===== src/rtl/framebuffer_memory_responder_pkg.sv =====
// Shared AXI constants, responder state encoding and the beat-size helper
// used by the framebuffer memory responder.
package framebuffer_memory_pkg;

   localparam logic [1:0] AXI_BURST_INCR = 2'b01;
   localparam logic [1:0] AXI_RESP_OKAY  = 2'b00;

   typedef enum logic [2:0] {
      ST_IDLE    = 3'd0,
      ST_WR_ADDR = 3'd1,
      ST_WR_DATA = 3'd2,
      ST_WR_RESP = 3'd3,
      ST_RD_ADDR = 3'd4,
      ST_RD_DATA = 3'd5
   } state_t;

   // AXI size code for a beat of the given byte count (power of two, up to 128).
   function automatic logic [2:0] log2_bytes(input int bytes);
      logic [2:0] code;
      code = 3'd0;
      for (int i = 0; i < 8; i++) begin
         if ((32'sd1 <<< i) == bytes) begin
            code = 3'(i);
         end
      end
      return code;
   endfunction

endpackage


===== src/rtl/framebuffer_memory_responder_burst_length_calc.sv =====
// Length of the next burst: the remaining beats, clipped so the burst ends at
// the next MAX_BURST_BEATS-beat aligned boundary.
module burst_length_calc #(
   parameter int ADDR_WIDTH      = 32,
   parameter int LOG2_BYTES      = 3,
   parameter int MAX_BURST_BEATS = 16
) (
   input  logic [ADDR_WIDTH-1:0] addr,
   input  logic [ADDR_WIDTH-1:0] remaining,
   output logic [8:0]            burst_len
);

   localparam logic [ADDR_WIDTH-1:0] IDX_MASK  = ADDR_WIDTH'(MAX_BURST_BEATS - 1);
   localparam logic [ADDR_WIDTH-1:0] MAX_BEATS = ADDR_WIDTH'(MAX_BURST_BEATS);

   logic [ADDR_WIDTH-1:0] idx_s;
   logic [ADDR_WIDTH-1:0] room_s;

   // Beats left before the boundary versus beats left in the command.
   always_comb begin
      idx_s  = (addr >> LOG2_BYTES) & IDX_MASK;
      room_s = MAX_BEATS - idx_s;
      if (remaining < room_s) begin
         burst_len = remaining[8:0];
      end else begin
         burst_len = room_s[8:0];
      end
   end

endmodule


===== src/rtl/framebuffer_memory_responder.sv =====
// Memory-side responder: executes framebuffer address commands as AXI4 INCR
// bursts, draining the write pixel stream or returning read data as a stream.
module framebuffer_memory_responder
   import framebuffer_memory_pkg::*;
#(
   parameter int NUMBER_OF_PIXELS_PER_BEAT = 2,
   parameter int NUMBER_OF_SUB_PIXELS      = 4,
   parameter int SUB_PIXEL_WIDTH           = 8,
   parameter int ADDR_WIDTH                = 32,
   parameter int MAX_BURST_BEATS           = 16,
   localparam int STREAM_WIDTH = NUMBER_OF_PIXELS_PER_BEAT * NUMBER_OF_SUB_PIXELS * SUB_PIXEL_WIDTH,
   localparam int STRB_WIDTH   = NUMBER_OF_PIXELS_PER_BEAT * NUMBER_OF_SUB_PIXELS,
   localparam int BYTES        = STREAM_WIDTH / 8
) (
   input  logic                    aclk,
   input  logic                    resetn,
   input  logic                    s_avalid,
   output logic                    s_aready,
   input  logic [ADDR_WIDTH-1:0]   s_aaddr,
   input  logic [ADDR_WIDTH-1:0]   s_abeats,
   input  logic                    s_arnw,
   input  logic                    s_axis_tvalid,
   output logic                    s_axis_tready,
   input  logic                    s_axis_tlast,
   input  logic [STREAM_WIDTH-1:0] s_axis_tdata,
   input  logic [STRB_WIDTH-1:0]   s_axis_tstrb,
   output logic                    m_axis_tvalid,
   input  logic                    m_axis_tready,
   output logic                    m_axis_tlast,
   output logic [STREAM_WIDTH-1:0] m_axis_tdata,
   output logic                    m_axi_awvalid,
   input  logic                    m_axi_awready,
   output logic [ADDR_WIDTH-1:0]   m_axi_awaddr,
   output logic [7:0]              m_axi_awlen,
   output logic [2:0]              m_axi_awsize,
   output logic [1:0]              m_axi_awburst,
   output logic                    m_axi_wvalid,
   input  logic                    m_axi_wready,
   output logic [STREAM_WIDTH-1:0] m_axi_wdata,
   output logic [BYTES-1:0]        m_axi_wstrb,
   output logic                    m_axi_wlast,
   input  logic                    m_axi_bvalid,
   output logic                    m_axi_bready,
   input  logic [1:0]              m_axi_bresp,
   output logic                    m_axi_arvalid,
   input  logic                    m_axi_arready,
   output logic [ADDR_WIDTH-1:0]   m_axi_araddr,
   output logic [7:0]              m_axi_arlen,
   output logic [2:0]              m_axi_arsize,
   output logic [1:0]              m_axi_arburst,
   input  logic                    m_axi_rvalid,
   output logic                    m_axi_rready,
   input  logic [STREAM_WIDTH-1:0] m_axi_rdata,
   input  logic [1:0]              m_axi_rresp,
   input  logic                    m_axi_rlast,
   output logic                    respError
);

   localparam int         BYTES_PER_SUB = SUB_PIXEL_WIDTH / 8;
   localparam logic [2:0] AXI_SIZE      = log2_bytes(BYTES);
   localparam int         LOG2_BYTES    = int'(AXI_SIZE);

   state_t                state_r;
   state_t                state_next_s;
   logic [ADDR_WIDTH-1:0] addr_r;
   logic [ADDR_WIDTH-1:0] remaining_r;
   logic [8:0]            beat_cnt_r;
   logic [8:0]            burst_len_s;
   logic [ADDR_WIDTH-1:0] burst_len_ext_s;
   logic [ADDR_WIDTH-1:0] burst_bytes_s;
   logic                  last_beat_s;
   logic                  final_burst_s;
   logic                  w_fire_s;
   logic                  b_fire_s;
   logic                  r_fire_s;
   logic                  aw_fire_s;
   logic                  ar_fire_s;
   logic                  resp_error_r;
   logic                  unused_s;

   burst_length_calc #(
      .ADDR_WIDTH      (ADDR_WIDTH),
      .LOG2_BYTES      (LOG2_BYTES),
      .MAX_BURST_BEATS (MAX_BURST_BEATS)
   ) u_burst_length_calc (
      .addr      (addr_r),
      .remaining (remaining_r),
      .burst_len (burst_len_s)
   );

   assign burst_len_ext_s = ADDR_WIDTH'(burst_len_s);
   assign burst_bytes_s   = burst_len_ext_s << LOG2_BYTES;
   assign last_beat_s     = (beat_cnt_r == (burst_len_s - 9'd1));
   assign final_burst_s   = (remaining_r == burst_len_ext_s);

   assign aw_fire_s = m_axi_awvalid & m_axi_awready;
   assign ar_fire_s = m_axi_arvalid & m_axi_arready;
   assign w_fire_s  = m_axi_wvalid & m_axi_wready;
   assign b_fire_s  = m_axi_bvalid & m_axi_bready;
   assign r_fire_s  = m_axi_rvalid & m_axi_rready;

   // Burst fields come from registers only, so they are stable while a valid waits.
   assign m_axi_awaddr  = addr_r;
   assign m_axi_awlen   = 8'(burst_len_s - 9'd1);
   assign m_axi_awsize  = AXI_SIZE;
   assign m_axi_awburst = AXI_BURST_INCR;
   assign m_axi_araddr  = addr_r;
   assign m_axi_arlen   = 8'(burst_len_s - 9'd1);
   assign m_axi_arsize  = AXI_SIZE;
   assign m_axi_arburst = AXI_BURST_INCR;
   assign m_axi_wdata   = s_axis_tdata;
   assign m_axis_tdata  = m_axi_rdata;
   assign respError     = resp_error_r;

   // rlast and the write-stream tlast carry no information here.
   assign unused_s = s_axis_tlast ^ m_axi_rlast;

   // Byte strobes: each sub-pixel strobe covers all bytes of that sub-pixel.
   always_comb begin
      m_axi_wstrb = {BYTES{1'b0}};
      for (int i = 0; i < STRB_WIDTH; i++) begin
         m_axi_wstrb[i*BYTES_PER_SUB +: BYTES_PER_SUB] = {BYTES_PER_SUB{s_axis_tstrb[i]}};
      end
   end

   // Channel controls decoded from the state register.
   always_comb begin
      s_aready      = 1'b0;
      m_axi_awvalid = 1'b0;
      m_axi_wvalid  = 1'b0;
      s_axis_tready = 1'b0;
      m_axi_wlast   = 1'b0;
      m_axi_bready  = 1'b0;
      m_axi_arvalid = 1'b0;
      m_axi_rready  = 1'b0;
      m_axis_tvalid = 1'b0;
      m_axis_tlast  = 1'b0;
      case (state_r)
         ST_IDLE:    s_aready = resetn;
         ST_WR_ADDR: m_axi_awvalid = 1'b1;
         ST_WR_DATA: begin
            m_axi_wvalid  = s_axis_tvalid;
            s_axis_tready = m_axi_wready;
            m_axi_wlast   = last_beat_s;
         end
         ST_WR_RESP: m_axi_bready = 1'b1;
         ST_RD_ADDR: m_axi_arvalid = 1'b1;
         ST_RD_DATA: begin
            m_axis_tvalid = m_axi_rvalid;
            m_axi_rready  = m_axis_tready;
            m_axis_tlast  = last_beat_s & final_burst_s;
         end
         default:    s_aready = 1'b0;
      endcase
   end

   // Next-state logic.
   always_comb begin
      state_next_s = state_r;
      case (state_r)
         ST_IDLE: begin
            if (s_avalid && (s_abeats != {ADDR_WIDTH{1'b0}})) begin
               state_next_s = s_arnw ? ST_WR_ADDR : ST_RD_ADDR;
            end else begin
               state_next_s = ST_IDLE;
            end
         end
         ST_WR_ADDR: state_next_s = aw_fire_s ? ST_WR_DATA : ST_WR_ADDR;
         ST_WR_DATA: state_next_s = (w_fire_s && last_beat_s) ? ST_WR_RESP : ST_WR_DATA;
         ST_WR_RESP: begin
            if (b_fire_s) begin
               state_next_s = final_burst_s ? ST_IDLE : ST_WR_ADDR;
            end else begin
               state_next_s = ST_WR_RESP;
            end
         end
         ST_RD_ADDR: state_next_s = ar_fire_s ? ST_RD_DATA : ST_RD_ADDR;
         ST_RD_DATA: begin
            if (r_fire_s && last_beat_s) begin
               state_next_s = final_burst_s ? ST_IDLE : ST_RD_ADDR;
            end else begin
               state_next_s = ST_RD_DATA;
            end
         end
         default:    state_next_s = ST_IDLE;
      endcase
   end

   // State register.
   always_ff @(posedge aclk) begin
      if (!resetn) begin
         state_r <= ST_IDLE;
      end else begin
         state_r <= state_next_s;
      end
   end

   // Command capture, beat counting and per-burst address/remaining advance.
   always_ff @(posedge aclk) begin
      if (!resetn) begin
         addr_r      <= {ADDR_WIDTH{1'b0}};
         remaining_r <= {ADDR_WIDTH{1'b0}};
         beat_cnt_r  <= 9'd0;
      end else begin
         case (state_r)
            ST_IDLE: begin
               beat_cnt_r <= 9'd0;
               if (s_avalid) begin
                  addr_r      <= s_aaddr;
                  remaining_r <= s_abeats;
               end
            end
            ST_WR_DATA: begin
               if (w_fire_s) begin
                  beat_cnt_r <= last_beat_s ? 9'd0 : (beat_cnt_r + 9'd1);
               end
            end
            ST_WR_RESP: begin
               if (b_fire_s) begin
                  addr_r      <= addr_r + burst_bytes_s;
                  remaining_r <= remaining_r - burst_len_ext_s;
               end
            end
            ST_RD_DATA: begin
               if (r_fire_s) begin
                  if (last_beat_s) begin
                     beat_cnt_r  <= 9'd0;
                     addr_r      <= addr_r + burst_bytes_s;
                     remaining_r <= remaining_r - burst_len_ext_s;
                  end else begin
                     beat_cnt_r <= beat_cnt_r + 9'd1;
                  end
               end
            end
            default: beat_cnt_r <= beat_cnt_r;
         endcase
      end
   end

   // Sticky bus error flag; errors never abort the running command.
   always_ff @(posedge aclk) begin
      if (!resetn) begin
         resp_error_r <= 1'b0;
      end else if ((b_fire_s && (m_axi_bresp != AXI_RESP_OKAY)) ||
                   (r_fire_s && (m_axi_rresp != AXI_RESP_OKAY))) begin
         resp_error_r <= 1'b1;
      end
   end

endmodule


===== config.mk =====
export PLATFORM = sky130hd
export DESIGN_NAME = framebuffer_memory_responder
export DESIGN_NICKNAME = d
export VERILOG_FILES = /design/src/rtl/framebuffer_memory_responder_pkg.sv /design/src/rtl/framebuffer_memory_responder_burst_length_calc.sv /design/src/rtl/framebuffer_memory_responder.sv
export SDC_FILE = /design/constraint.sdc
export NUM_CORES = 1
export LEC_CHECK = 0
export BUFFER_PORTS_ARGS = -buffer_cell sky130_fd_sc_hd__buf_2
export CORE_AREA = 2 2 174 176
export CTS_CLUSTER_DIAMETER = 150
export DETAILED_ROUTE_END_ITERATION = 12
export DIE_AREA = 0 0 176 178
export GPL_TIMING_DRIVEN = 0
export PLACE_DENSITY = 0.61
export RECOVER_POWER = 25
export SYNTH_ARGS = -nofsm -noshare
export SYNTH_HDL_FRONTEND = slang
export SYNTH_SLANG_ARGS = --single-unit

===== constraint.sdc =====
create_clock -name aclk -period 6.8 [get_ports aclk]
set_clock_uncertainty 0.2 [all_clocks]
set_input_delay 1.02 -clock aclk [delete_from_list [all_inputs] [get_ports aclk]]
set_output_delay 1.02 -clock aclk [all_outputs]
set_load 0.03 [all_outputs]

# ---- After elaboration in Yosys (flattened, before gate mapping)
# Index checks and enable logic that the tools add are counted.
dict set report classes {
  bitwise_logic 6
  addsub 5
  reduce_logical 14
  order_cmp 1
  mux 35
  eq_ne 12
}
# operator n
set op_table {}
lappend op_table {{32-bit two-way mux} 8}
lappend op_table {{32-bit case mux with 3 select lines} 2}
lappend op_table {{9-bit two-way mux} 4}
lappend op_table {{32-bit by 12-bit adder with 32-bit output} 1}
lappend op_table {{32-bit by 9-bit == test with 1-bit output} 1}
lappend op_table {{32-bit less-than comparator} 1}
lappend op_table {{32-bit nonzero test} 1}
lappend op_table {{32-bit by 9-bit subtractor with 32-bit output} 1}
lappend op_table {{9-bit case mux with 3 select lines} 1}
lappend op_table {{3-bit case mux with 6 select lines} 1}
lappend op_table {{1-bit two-way mux} 13}
lappend op_table {{3-bit two-way mux} 4}
lappend op_table {{2-bit != test, second input constant} 5}
lappend op_table {{9-bit by 1-bit adder with 9-bit output, second input constant} 1}
lappend op_table {{9-bit == test} 1}
lappend op_table {{9-bit by 1-bit subtractor with 9-bit output, second input constant} 1}
lappend op_table {{1-bit AND} 6}
lappend op_table {{3-bit by 2-bit == test with 1-bit output, second input constant} 2}
lappend op_table {{3-bit == test, second input constant} 2}
lappend op_table {{3-bit nonzero test} 2}
lappend op_table {{5-bit by 4-bit subtractor with 6-bit output, first input constant} 1}
lappend op_table {{1-bit logical AND} 5}
lappend op_table {{5-bit AND reduction} 1}
lappend op_table {{2-bit two-way mux} 2}
lappend op_table {{other kinds (5)} 6}
dict set report totals {
  inputBits 217
  output_inout_bits 237
  wordCells 78
  ff_bits 77
}

# ---- Longest topological paths before layout
# Gate-level depths: netlist (run 1).
dict set report depth {
  depth_word 8
  mapped_depth 26
}

# ---- Hierarchy
# A second synthesis (run 1) with hierarchy kept.
dict set report unflattened {
  cells_unflattened 984
  area_unflattened_um2 7375.8
}
# module seq_area_each_um2 area_each_um2 cells_per_inst n_inst
set by_module_without_submodules {}
lappend by_module_without_submodules {framebuffer_memory_responder 1541.5 7041.8 942 1}
lappend by_module_without_submodules {burst_length_calc 0.0 334.1 42 1}

# ---- Worst setup path after synthesis (run 1)
# OpenSTA, ideal clock, no wires.
dict set report synth_path {
  path_kind {flip-flop to output port}
  start {register addr_r[4] (netlist: m_axi_araddr[4])}
  end {output m_axis_tlast}
  path_buffers 1
  arrival_ns 6.616
  stages_incl_launch_ff 20
  required_time_ns 5.580
  slack_ns -1.036
  cell_sequence {dfxtp_1 inv_1 ha_1 nand2b_1 or2_2 ha_1 nor2b_1 nand2_1 o211ai_2 mux2i_1 ha_1 clkbuf_1 nand2_1 nor3_1 nor2_1 mux2i_1 xor2_1 nor4_4 nand2_1 a2111oi_0}
}
dict set report synth_between {
  elab_chain_cells 7
  word_cells_on_any_way 8
  cone_classes {add/sub (2); order compare (1); eq/ne (2); mux (2); bitwise (1)}
}
# item line_no
set synth_rtl {}
lappend synth_rtl {{start, declared} framebuffer_memory_responder.sv:65} ;# logic [ADDR_WIDTH-1:0] addr_r;
lappend synth_rtl {{start signal, assigned} framebuffer_memory_responder.sv:201} ;# addr_r <= {ADDR_WIDTH{1'b0}};
lappend synth_rtl {{start signal, assigned} framebuffer_memory_responder.sv:209} ;# addr_r <= s_aaddr;
lappend synth_rtl {{start signal, assigned} framebuffer_memory_responder.sv:220} ;# addr_r <= addr_r + burst_bytes_s;
lappend synth_rtl {{5-bit by 4-bit subtractor with 6-bit output} framebuffer_memory_responder_burst_length_calc.sv:22} ;# room_s = MAX_BEATS - idx_s;
lappend synth_rtl {{32-bit less-than comparator} framebuffer_memory_responder_burst_length_calc.sv:23} ;# if (remaining < room_s) begin
lappend synth_rtl {{9-bit two-way mux} framebuffer_memory_responder_burst_length_calc.sv:23}
lappend synth_rtl {{9-bit by 1-bit subtractor with 9-bit output} --}
lappend synth_rtl {{via m_axi_arlen[0]} framebuffer_memory_responder.sv:48} ;# output logic [7:0] m_axi_arlen,
lappend synth_rtl {{9-bit == test} framebuffer_memory_responder.sv:93} ;# assign last_beat_s = (beat_cnt_r == (burst_len_s - 9'd1));
lappend synth_rtl {{1-bit AND} framebuffer_memory_responder.sv:151} ;# m_axis_tlast = last_beat_s & final_burst_s;
lappend synth_rtl {{1-bit two-way mux} framebuffer_memory_responder.sv:138} ;# case (state_r)
lappend synth_rtl {{end, declared} framebuffer_memory_responder.sv:29} ;# output logic m_axis_tlast,
# The timed path passes the listed nets, and every way through them passes these cells.

# ---- Worst setup path after layout (run 1)
dict set report layout_path {
  start {register addr_r[4] (netlist: m_axi_araddr[4])}
  end {output m_axis_tlast}
}
dict set report layout_between {
  elab_chain_cells 7
  word_cells_on_any_way 8
  cone_classes {add/sub (2); order compare (1); eq/ne (2); mux (2); bitwise (1)}
}
# item line_no
set layout_rtl {}
lappend layout_rtl {{5-bit by 4-bit subtractor with 6-bit output *} framebuffer_memory_responder_burst_length_calc.sv:22}
lappend layout_rtl {{32-bit less-than comparator} framebuffer_memory_responder_burst_length_calc.sv:23}
lappend layout_rtl {{9-bit two-way mux *} framebuffer_memory_responder_burst_length_calc.sv:23}
lappend layout_rtl {{9-bit by 1-bit subtractor with 9-bit output} --}
lappend layout_rtl {{9-bit == test} framebuffer_memory_responder.sv:93}
lappend layout_rtl {{1-bit AND *} framebuffer_memory_responder.sv:151}
lappend layout_rtl {{1-bit two-way mux *} framebuffer_memory_responder.sv:138}
# Every way passes the cells marked *; elsewhere a longest branch is shown, timed or not.

==> results.md, run 1 <==
* CTS tree: yes
* Family with the most delay on the worst path: simple AND/OR/NAND/NOR gates
* Worst slew pin tran at 1320 ps
* Yosys top cell area share at 21.67%
* Vias in the first global route at 7,099
* Design area at 9497 µm²
* Vias per cell at 4.809
* RSZ-0062 raised after global routing: false
* Status: complete, no violations
* Total GRT Usage at 16.54%
* Initial antenna violation count at 3
* Synth area leaders: dfxtp_1 (22%), buf_4 (20%), a21oi_1 (5.8%)
* Worst hold path class: reg -> reg
* Fillers at 3,203
* Antenna-violating nets left at 0
* Die area at 31,330 µm²
* Comb power frac at 56.9%
* Crit path top cell by count: nand2_1
* Cts bufs inserted at 9
* Largest net degree at the start of global routing at 15
* Mapped Area at 7112 µm²
* Launching point of the worst reg2reg path: m_axi_araddr[4]
* HP Start: remaining_r[31]
* Top FF cell, synth: dfxtp_1
* Die Y at 178 µm
* Mapped Avg Cell Area at 7.393 µm²
* Flop pwr share at 22.5%
* Share of layout cells above drive strength 1 at 37.73%
* Final #Nets at 1,529
* Remaining DRCs at 0
* Clock power share at 20.6%
* EDFF count, synth at 0
* Top cell type by total area after synthesis: dfxtp_1
* Cell Chain, Critical Path: inv_1, ha_2, nand2b_1, or2_2, ha_1, nor2b_1, nand2_1, o211a_1, buf_6, clkbuf_2, nand2_1, o21ai_2, inv_1, ha_4, nand2_1, o21a_1, nor2_1, mux2i_2, xor2_1, nor4_4, nand2_2, a2111oi_4, buf_4
* Total chip power at 2.654 mW
* Drt initial violations at 574
* Critical Path Source: m_axi_araddr[4]
* Yosys cell types at 71
* Crit share post-route at 95.22%
* Pint at 1.373 mW
* GPL Wtd Cong at 0.9112
* Clk buf depth at 2
* Slew Viols, Final at 0
* Endpoint type of the worst setup path: output port
* Die width at 176 µm
* Initial Utilization at 24.19%
* Sw Pwr at 1.282 mW
* Standard-cell rows at 63
* Area growth syn-to-layout at 33.53%
* Slowest-stage cell, CP: dfxtp_1
* Tmin final at 6475 ps
* Slew HR at 10.75%
* Switching Share at 48.29%
* Max-cap violations at 0
* H-tree levels at 3
* Post-DP HPWL at 21,870 µm
* Commonest cells in the synthesized netlist: buf_4 (188), nor2_1 (90), a21oi_1 (83), nand2_1 (80), dfxtp_1 (77)
* VDD IR max at 0.1319 mV
* Drt wl/cell at 16.46 µm
* Final setup violation count at 0
* WP data required at 5580 ps
* Drt pass-1 iters at 6
* Setup Crit Path Kind: reg -> out
* Boundary pin count at 454
* Final WS setup at 325.2 ps
* Clock sinks at 77
* Mapped Cells at 962
* Startpoint class of the critical path: flop
* Pre-CTS setup slack at -321.1 ps
* Routed wire length at 27,780 µm
* Via Count at 8,118
* Syn. warnings at 0
* Hold Slack at 295.5 ps
* Final TNS setup at 0 ps
* Ys async rst share at 0%
* First-pass GRT wire length at 40,100 µm
* Worst-Skew Late Latency at 350 ps
* Port Buf Inserts at 305
* Buffers & Inverters on Critical Path at 5
* Achievable Freq at 0.1544 GHz
* Cells after DPL at 1,669
* Core Util, Final at 32.30%
* Count leader, synth: buf_4
* CP peak stage delay at 430 ps
* Core area at 29,400 µm²
* Yosys reg bits at 77
* Post-synthesis sequential area ratio at 21.67%
* Grt ovf at 0
* Max FO, Critical Path at 10
* Root Driver: clkbuf_16
* Pwr/cell area at 279.5 nW/µm²
* Post-DP Area at 9185 µm²
* Worst-path clk slew at 70 ps
* Non-Filler Instances at 1,688
* LEAKAGE at 4.454 nW
* Final Hold Fails at 0
* Critical Path AT at 5250 ps
==> what timing repair did <==
action,4_1_cts,5_1_grt
hold buffers,0,0
buffers inserted,2,0
resized for setup,8,5
setup endpoints to repair,2,2
pin swaps,1,0
cloned,0,0
==> final timing paths <==
path | to | slack, ps | depth (start not counted)
worst max-delay path | m_axis_tlast | 330 | 23
worst min-delay path | remaining_r[31] | 300 | 2
worst max register to register | m_axi_araddr[15] | 860 | 22
worst min register to register | remaining_r[31] | 300 | 2
==> placed cells by master, fill, tap and decap left out, drive strengths merged, types with 9 or more instances in the layout <==
cell	count
buf	436
clkbuf	117
nor2	90
a21oi	84
nand2	80
dfxtp	77
o21ai	37
nor3	27
nand3	26
inv	26
ha	19
nor4	19
o211ai	18
a31oi	16
and3	14
conb	14
nand2b	11
a211oi	11
o221a	11
xnor2	11
mux2i	11
xor2	10
or3	9
==> state kept, by name, summed over array words and instances, names as in the netlist <==
| signal | flops |
|---|---|
| state_r | 3 |
| respError | 1 |
| beat_cnt_r | 9 |
| remaining_r | 32 |
| m_axi_araddr | 32 |
==> cell type report <==
| type | count | area, µm² | area share (%) |
|---|---|---|---|
| clock buffer | 9 | 225.2 | 2.372 |
| antenna | 2 | 5.005 | 0.05270 |
| clock inverter | 7 | 98.84 | 1.041 |
| multi-input combinational | 634 | 3966 | 41.77 |
| sequential | 77 | 1541 | 16.23 |
| timing repair buffer | 307 | 1453 | 15.30 |
| buffer | 237 | 1625 | 17.11 |
| inverter | 25 | 93.84 | 0.9881 |
| tap | 390 | 488.0 | 5.138 |
==> power groups by stage <==
stage                     clock, mW  combinational (mW)  sequential, mW
final                         0.547                1.51           0.598
after floorplan                   0                1.05           0.639
after CTS                     0.553                1.51           0.597
after global placement            0                1.48           0.604
after detailed placement          0                1.49           0.606
after global routing          0.570                1.63           0.611
==> cells by family (layout without fill, tap and decap cells) <==
family                   Yosys count  count (layout)  share of synthesized area [%]
adder cells (fa/ha/maj)           22              22                          4.064
buffers and inverters            263             585                          24.21
AO/OA/AOI/OAI                    261             261                          24.98
XOR/XNOR                          21              21                          2.586
other                              2              16                         0.1056
AND/OR/NAND/NOR                  304             304                          20.67
flip-flops                        77              77                          21.67
multiplexers                      12              12                          1.707
==> layer usage <==
layer	global-route usage (%)	part of all wire [%]
met1	21.59	41
met2	26.89	46
met3	2.792	9.6
met4	7.197	3.3
met5	0	0.047
==> tightest hold or removal path: stages, from the launching register on <==
cell and delay (ps):
dfxtp_1 320, o21ai_0 70, a21oi_1 60
Note: power is estimated with default switching activity, not from simulation.
==> run 2: changes to the inputs <==
CORE_AREA = 3 3 175 177   (was 2 2 174 176)
DIE_AREA = 0 0 178 180   (was 0 0 176 178)
==> results.md, run 2 (synthesis gave the netlist of run 1 again) <==
* Root Driver: clkbuf_16
* Die Y at 180 µm
* WP data required at 5580 ps
* Boundary pin count at 454
* Area of the multi-input gates at 3945 µm²
* Worst slew pin tran at 1248 ps
* Pwr/cell area at 277.1 nW/µm²
* Cells after DPL at 1,669
* Die width at 178 µm
* Max-cap violations at 0
* Worst hold path class: reg -> reg
* Core area at 29,400 µm²
* Drt wl/cell at 16.97 µm
* Crit share post-route at 95.79%
* Initial antenna violation count at 6
* First-pass GRT wire length at 42,360 µm
* Critical Path AT at 5290 ps
* Family with the most delay on the worst path: simple AND/OR/NAND/NOR gates
* Commonest non-fill, non-tap cell in the layout: buf_2
* Achievable Freq at 0.1535 GHz
* Final #Nets at 1,530
* Sequential cell area at 1544 µm²
* Drt pass-1 iters at 8
* Slew Viols, Final at 0
* Share of layout cells above drive strength 1 at 37.93%
* Routed wire length at 28,640 µm
* Largest net degree at the start of global routing at 15
* Final setup violation count at 0
* Endpoint type of the worst setup path: output port
* Area growth syn-to-layout at 33.00%
* Port Buf Inserts at 305
* Clk buf depth at 2
* Status: complete, no violations
* Design area at 9459 µm²
* Grt ovf at 0
* Initial Utilization at 24.19%
* Startpoint class of the critical path: flop
* Fillers at 3,223
* Non-Filler Instances at 1,688
* H-tree levels at 3
* Standard-cell rows at 63
* Final Hold Fails at 0
* Final TNS setup at 0 ps
* Slowest-stage cell, CP: mux2i_2
* Cell Chain, Critical Path: inv_1, ha_2, nand2b_1, or2_2, ha_1, nor2b_1, nand2_1, o211ai_2, mux2i_2, ha_4, nand2_1, nor3_2, nor2_1, mux2i_2, xor2_1, nor4_4, nand2_2, a2111oi_2, buf_4
* Antenna-violating nets left at 0
* Vias in the first global route at 7,565
* Remaining DRCs at 0
* VDD IR max at 0.1242 mV
* Vias per cell at 4.860
* Die area at 32,040 µm²
* Buffers & Inverters on Critical Path at 2
* Worst-path clk slew at 70 ps
* Worst-Skew Late Latency at 350 ps
* CTS tree: yes
* Slew HR at 15.61%
* Total GRT Usage at 16.66%
* Max FO, Critical Path at 9
* CP peak stage delay at 540 ps
* LEAKAGE at 4.438 nW
* Via Count at 8,203
* Post-DP HPWL at 22,540 µm
* Setup Crit Path Kind: reg -> out
* Tmin final at 6514 ps
* Most frequent cells in the layout: buf_2 (242), buf_4 (192), clkbuf_1 (107)
* GPL Wtd Cong at 0.9175
* Cts bufs inserted at 9
* Post-DP Area at 9185 µm²
* Drt initial violations at 624
* Clock sinks at 77
run 2: repair_timing:
action / 4_1_cts / 5_1_grt
gates resized for setup: 5 / 8
gates cloned: 0 / 0
hold buffers: 0 / 0
pin swaps: 0 / 2
buffers inserted: 0 / 3
endpoints found under the setup margin: 2 / 2
run 2: final cells by class:
type | instances | area share (%)
multi-input cells | 634 | 41.71
repair buffers | 308 | 15.44
plain buffers | 237 | 17.18
diodes | 1 | 0.02646
flip-flops and latches | 77 | 16.32
inverters | 25 | 0.9921
clock inverters | 7 | 0.7937
clock buffers | 9 | 2.381
well taps | 390 | 5.159
run 2: final timing paths:
| check | from | to | slack [ps] | depth (start not counted) |
|---|---|---|---|---|
| worst max-delay path | m_axi_araddr[4] | m_axis_tlast | 290 | 19 |
| worst min-delay path | remaining_r[31] | remaining_r[31] | 290 | 2 |
| worst max register to register | m_axi_araddr[4] | m_axi_araddr[20] | 770 | 22 |
| worst min register to register | remaining_r[31] | remaining_r[31] | 290 | 2 |
run 2: tightest hold or removal path, stage by stage, from the launching register on:
cell and delay, ps:
dfxtp_1 320, o21ai_0 70, a21oi_1 60
run 2: where the power goes:
part	switching (mW)	internal (mW)	leakage (nW)	total [mW]
Clock	0.221	0.287	0.143	0.507
Combinational	0.979	0.534	3.66	1.51
Sequential	0.0860	0.514	0.633	0.600
run 2: through the flow:
stage                     power (mW)  setup WS (ps)  util [%]  hold slack (ps)
after floorplan                1.693          152.4         -            253.4
after global placement         2.081         -44.93     31.24            270.6
after detailed placement       2.097         -158.3     31.24            274.6
after CTS                      2.610          28.64     32.28            290.3
after global routing           2.782         -5.220     32.17            325.9
final                          2.621          286.0     32.17            290.8
run 2: routing by layer:
layer  up-vias  part of all wire, %  routed length (µm)  track usage (%)
met5         -                 0.19                  55                0
met4         8                  2.5                 709            5.812
li1       3904                    -                   -                -
met2       455                   48               13670            27.69
met3        49                  9.3                2672            3.253
met1      3787                   40               11530            21.38
==> run 3: changes to the inputs <==
==> constraint.sdc (replaced) <==
create_clock -name aclk -period 6.8 [get_ports aclk]
set_clock_uncertainty 0.2 [all_clocks]
set_input_delay 0.68 -clock aclk [delete_from_list [all_inputs] [get_ports aclk]]
set_output_delay 0.68 -clock aclk [all_outputs]
set_load 0.03 [all_outputs]
==> results.md, run 3 (synthesis gave the netlist of run 1 again) <==
* Status: complete, no violations
* HP Start: remaining_r[16]
* Ant diodes at 0
* Setup Crit Path Kind: reg -> out
* Clock sinks at 77
* GR met1 Demand/Resource at 21.58%
* Sequential cell area at 1541 µm²
* Slew Viols, Final at 0
* Fillers at 3,243
* Worst slew pin tran at 1193 ps
* Cts bufs inserted at 9
* Busiest layer in global routing: met2
* Core area at 29,400 µm²
* Worst-path clk slew at 60 ps
* Final TNS setup at 0 ps
* RSZ-0062 raised after global routing: false
* Area growth syn-to-layout at 32.90%
* WP data required at 5920 ps
* H-tree levels at 3
* Hold Slack at 288.0 ps
* Standard-cell rows at 63
* Cell Chain, Critical Path: inv_1, ha_1, nand2b_1, or2_2, ha_1, nor2b_1, a21oi_1, o211a_1, buf_6, clkbuf_2, nand2_1, o21ai_1, inv_1, ha_2, xor2_1, o31ai_1, a211o_1, nor4_4, nand2_2, a2111oi_2, buf_2
* Launching point of the worst reg2reg path: m_axi_araddr[4]
* Final setup violation count at 0
* Total chip power at 2.669 mW
* Die Y at 180 µm
* Pwr/cell area at 282.3 nW/µm²
* First-pass GRT wire length at 41,910 µm
* Vias in the first global route at 7,304
* Area of the multi-input gates at 3929 µm²
* Crit share post-route at 93.51%
* Max-cap violations at 0
* Critical Path AT at 5480 ps
* Final WS setup at 441.5 ps
* Vias per cell at 4.817
* Drt wl/cell at 17.04 µm
* Drt pass-1 iters at 5
* Final Hold Fails at 0
* Antenna-violating nets left at 0
* Critical Path Source: m_axi_araddr[4]
* Boundary pin count at 454
* Startpoint class of the critical path: flop
* Largest net degree at the start of global routing at 15
* Most frequent cells in the layout: buf_2 (242), buf_4 (189), clkbuf_1 (108)
* Worst hold path class: reg -> reg
* Buffers & Inverters on Critical Path at 5
* Tmin final at 6359 ps
* LEAKAGE at 4.501 nW
* Total GRT Usage at 16.59%
* Slowest-stage cell, CP: dfxtp_1
* Routed wire length at 28,700 µm
* Family with the most delay on the worst path: compound AO/OA/AOI/OAI gates
* Post-DP HPWL at 22,630 µm
* Commonest non-fill, non-tap cell in the layout: buf_2
* Achievable Freq at 0.1573 GHz
* M3 GR Usage at 2.366%
* Root Driver: clkbuf_16
* Max FO, Critical Path at 10
* Share of layout cells above drive strength 1 at 37.30%
* VDD IR max at 0.1103 mV
* Endpoint type of the worst setup path: output port
* Die width at 178 µm
* Remaining DRCs at 0
* Grt met2 use at 28.57%
* Port Buf Inserts at 305
* Worst-Skew Late Latency at 350 ps
* CP peak stage delay at 430 ps
* Cells after DPL at 1,669
* Via Count at 8,117
* Initial antenna violation count at 2
* Initial Utilization at 24.19%
* Slew HR at 19.32%
* CTS tree: yes
* Clk buf depth at 2
* Final #Nets at 1,528
* Non-Filler Instances at 1,685
* Die area at 32,040 µm²
* Drt initial violations at 675
* GPL Wtd Cong at 0.9060
* Post-CTS Hold Buffers at 0
* Grt ovf at 0
* Pre-CTS setup slack at 10.28 ps
==> run 3: worst paths after layout <==
kind | slack (ps) | depth (start not counted) | to
max | 440 | 21 | m_axis_tlast
min | 290 | 2 | remaining_r[16]
max reg2reg | 760 | 22 | m_axi_araddr[20]
min reg2reg | 290 | 2 | remaining_r[16]
==> run 3: power breakdown <==
group	internal (mW)	switching, mW	leakage, nW
Sequential	0.513	0.0854	0.632
Combinational	0.533	0.978	3.71
Clock	0.335	0.224	0.160
==> run 3: worst reg2reg max path, stage by stage (launching register included) <==
cell and delay [ps]:
dfxtp_1 430, inv_1 150, ha_1 290, nand2b_1 170
or2_2 340, ha_1 280, nor2b_1 160, nand2_1 120
o211ai_2 420, mux2i_2 500, inv_1 120, ha_1 230
a21o_1 180, a21oi_1 210, o21bai_1 130, a2111o_1 450
a31o_2 240, a21oi_1 280, nor2_1 220, clkbuf_1 310
nand3_1 160, o211ai_1 100, a221oi_1 270
==> run 3: area by class of cell <==
type | instances | area share (%)
Timing Repair Buffer | 306 | 15.25
Buffer | 237 | 17.20
Tap cell | 390 | 5.163
Sequential cell | 77 | 16.31
Clock buffer | 10 | 2.528
Multi-Input combinational cell | 634 | 41.57
Clock inverter | 6 | 0.9929
Inverter | 25 | 0.9929
==> run 3: layer usage <==
| layer | vias to the layer above | part of all wire [%] |
|---|---|---|
| met5 | - | 0.024 |
| met4 | 2 | 1.4 |
| met3 | 33 | 8.7 |
| met2 | 441 | 48 |
| met1 | 3737 | 42 |
| li1 | 3904 | - |
==> run 3: repair_timing <==
action | 4_1_cts | 5_1_grt
pin swaps | 0 | 1
endpoints found under the setup margin | 2 | 2
setup buffers | 0 | 1
resized for setup | 4 | 4
==> run 3: metrics by stage <==
stage,utilization [%],instance area (µm²)
after global placement,31.21,9178
after floorplan,-,7163
after global routing,32.15,9452
final,32.15,9452
after CTS,32.39,9523
after detailed placement,31.21,9178
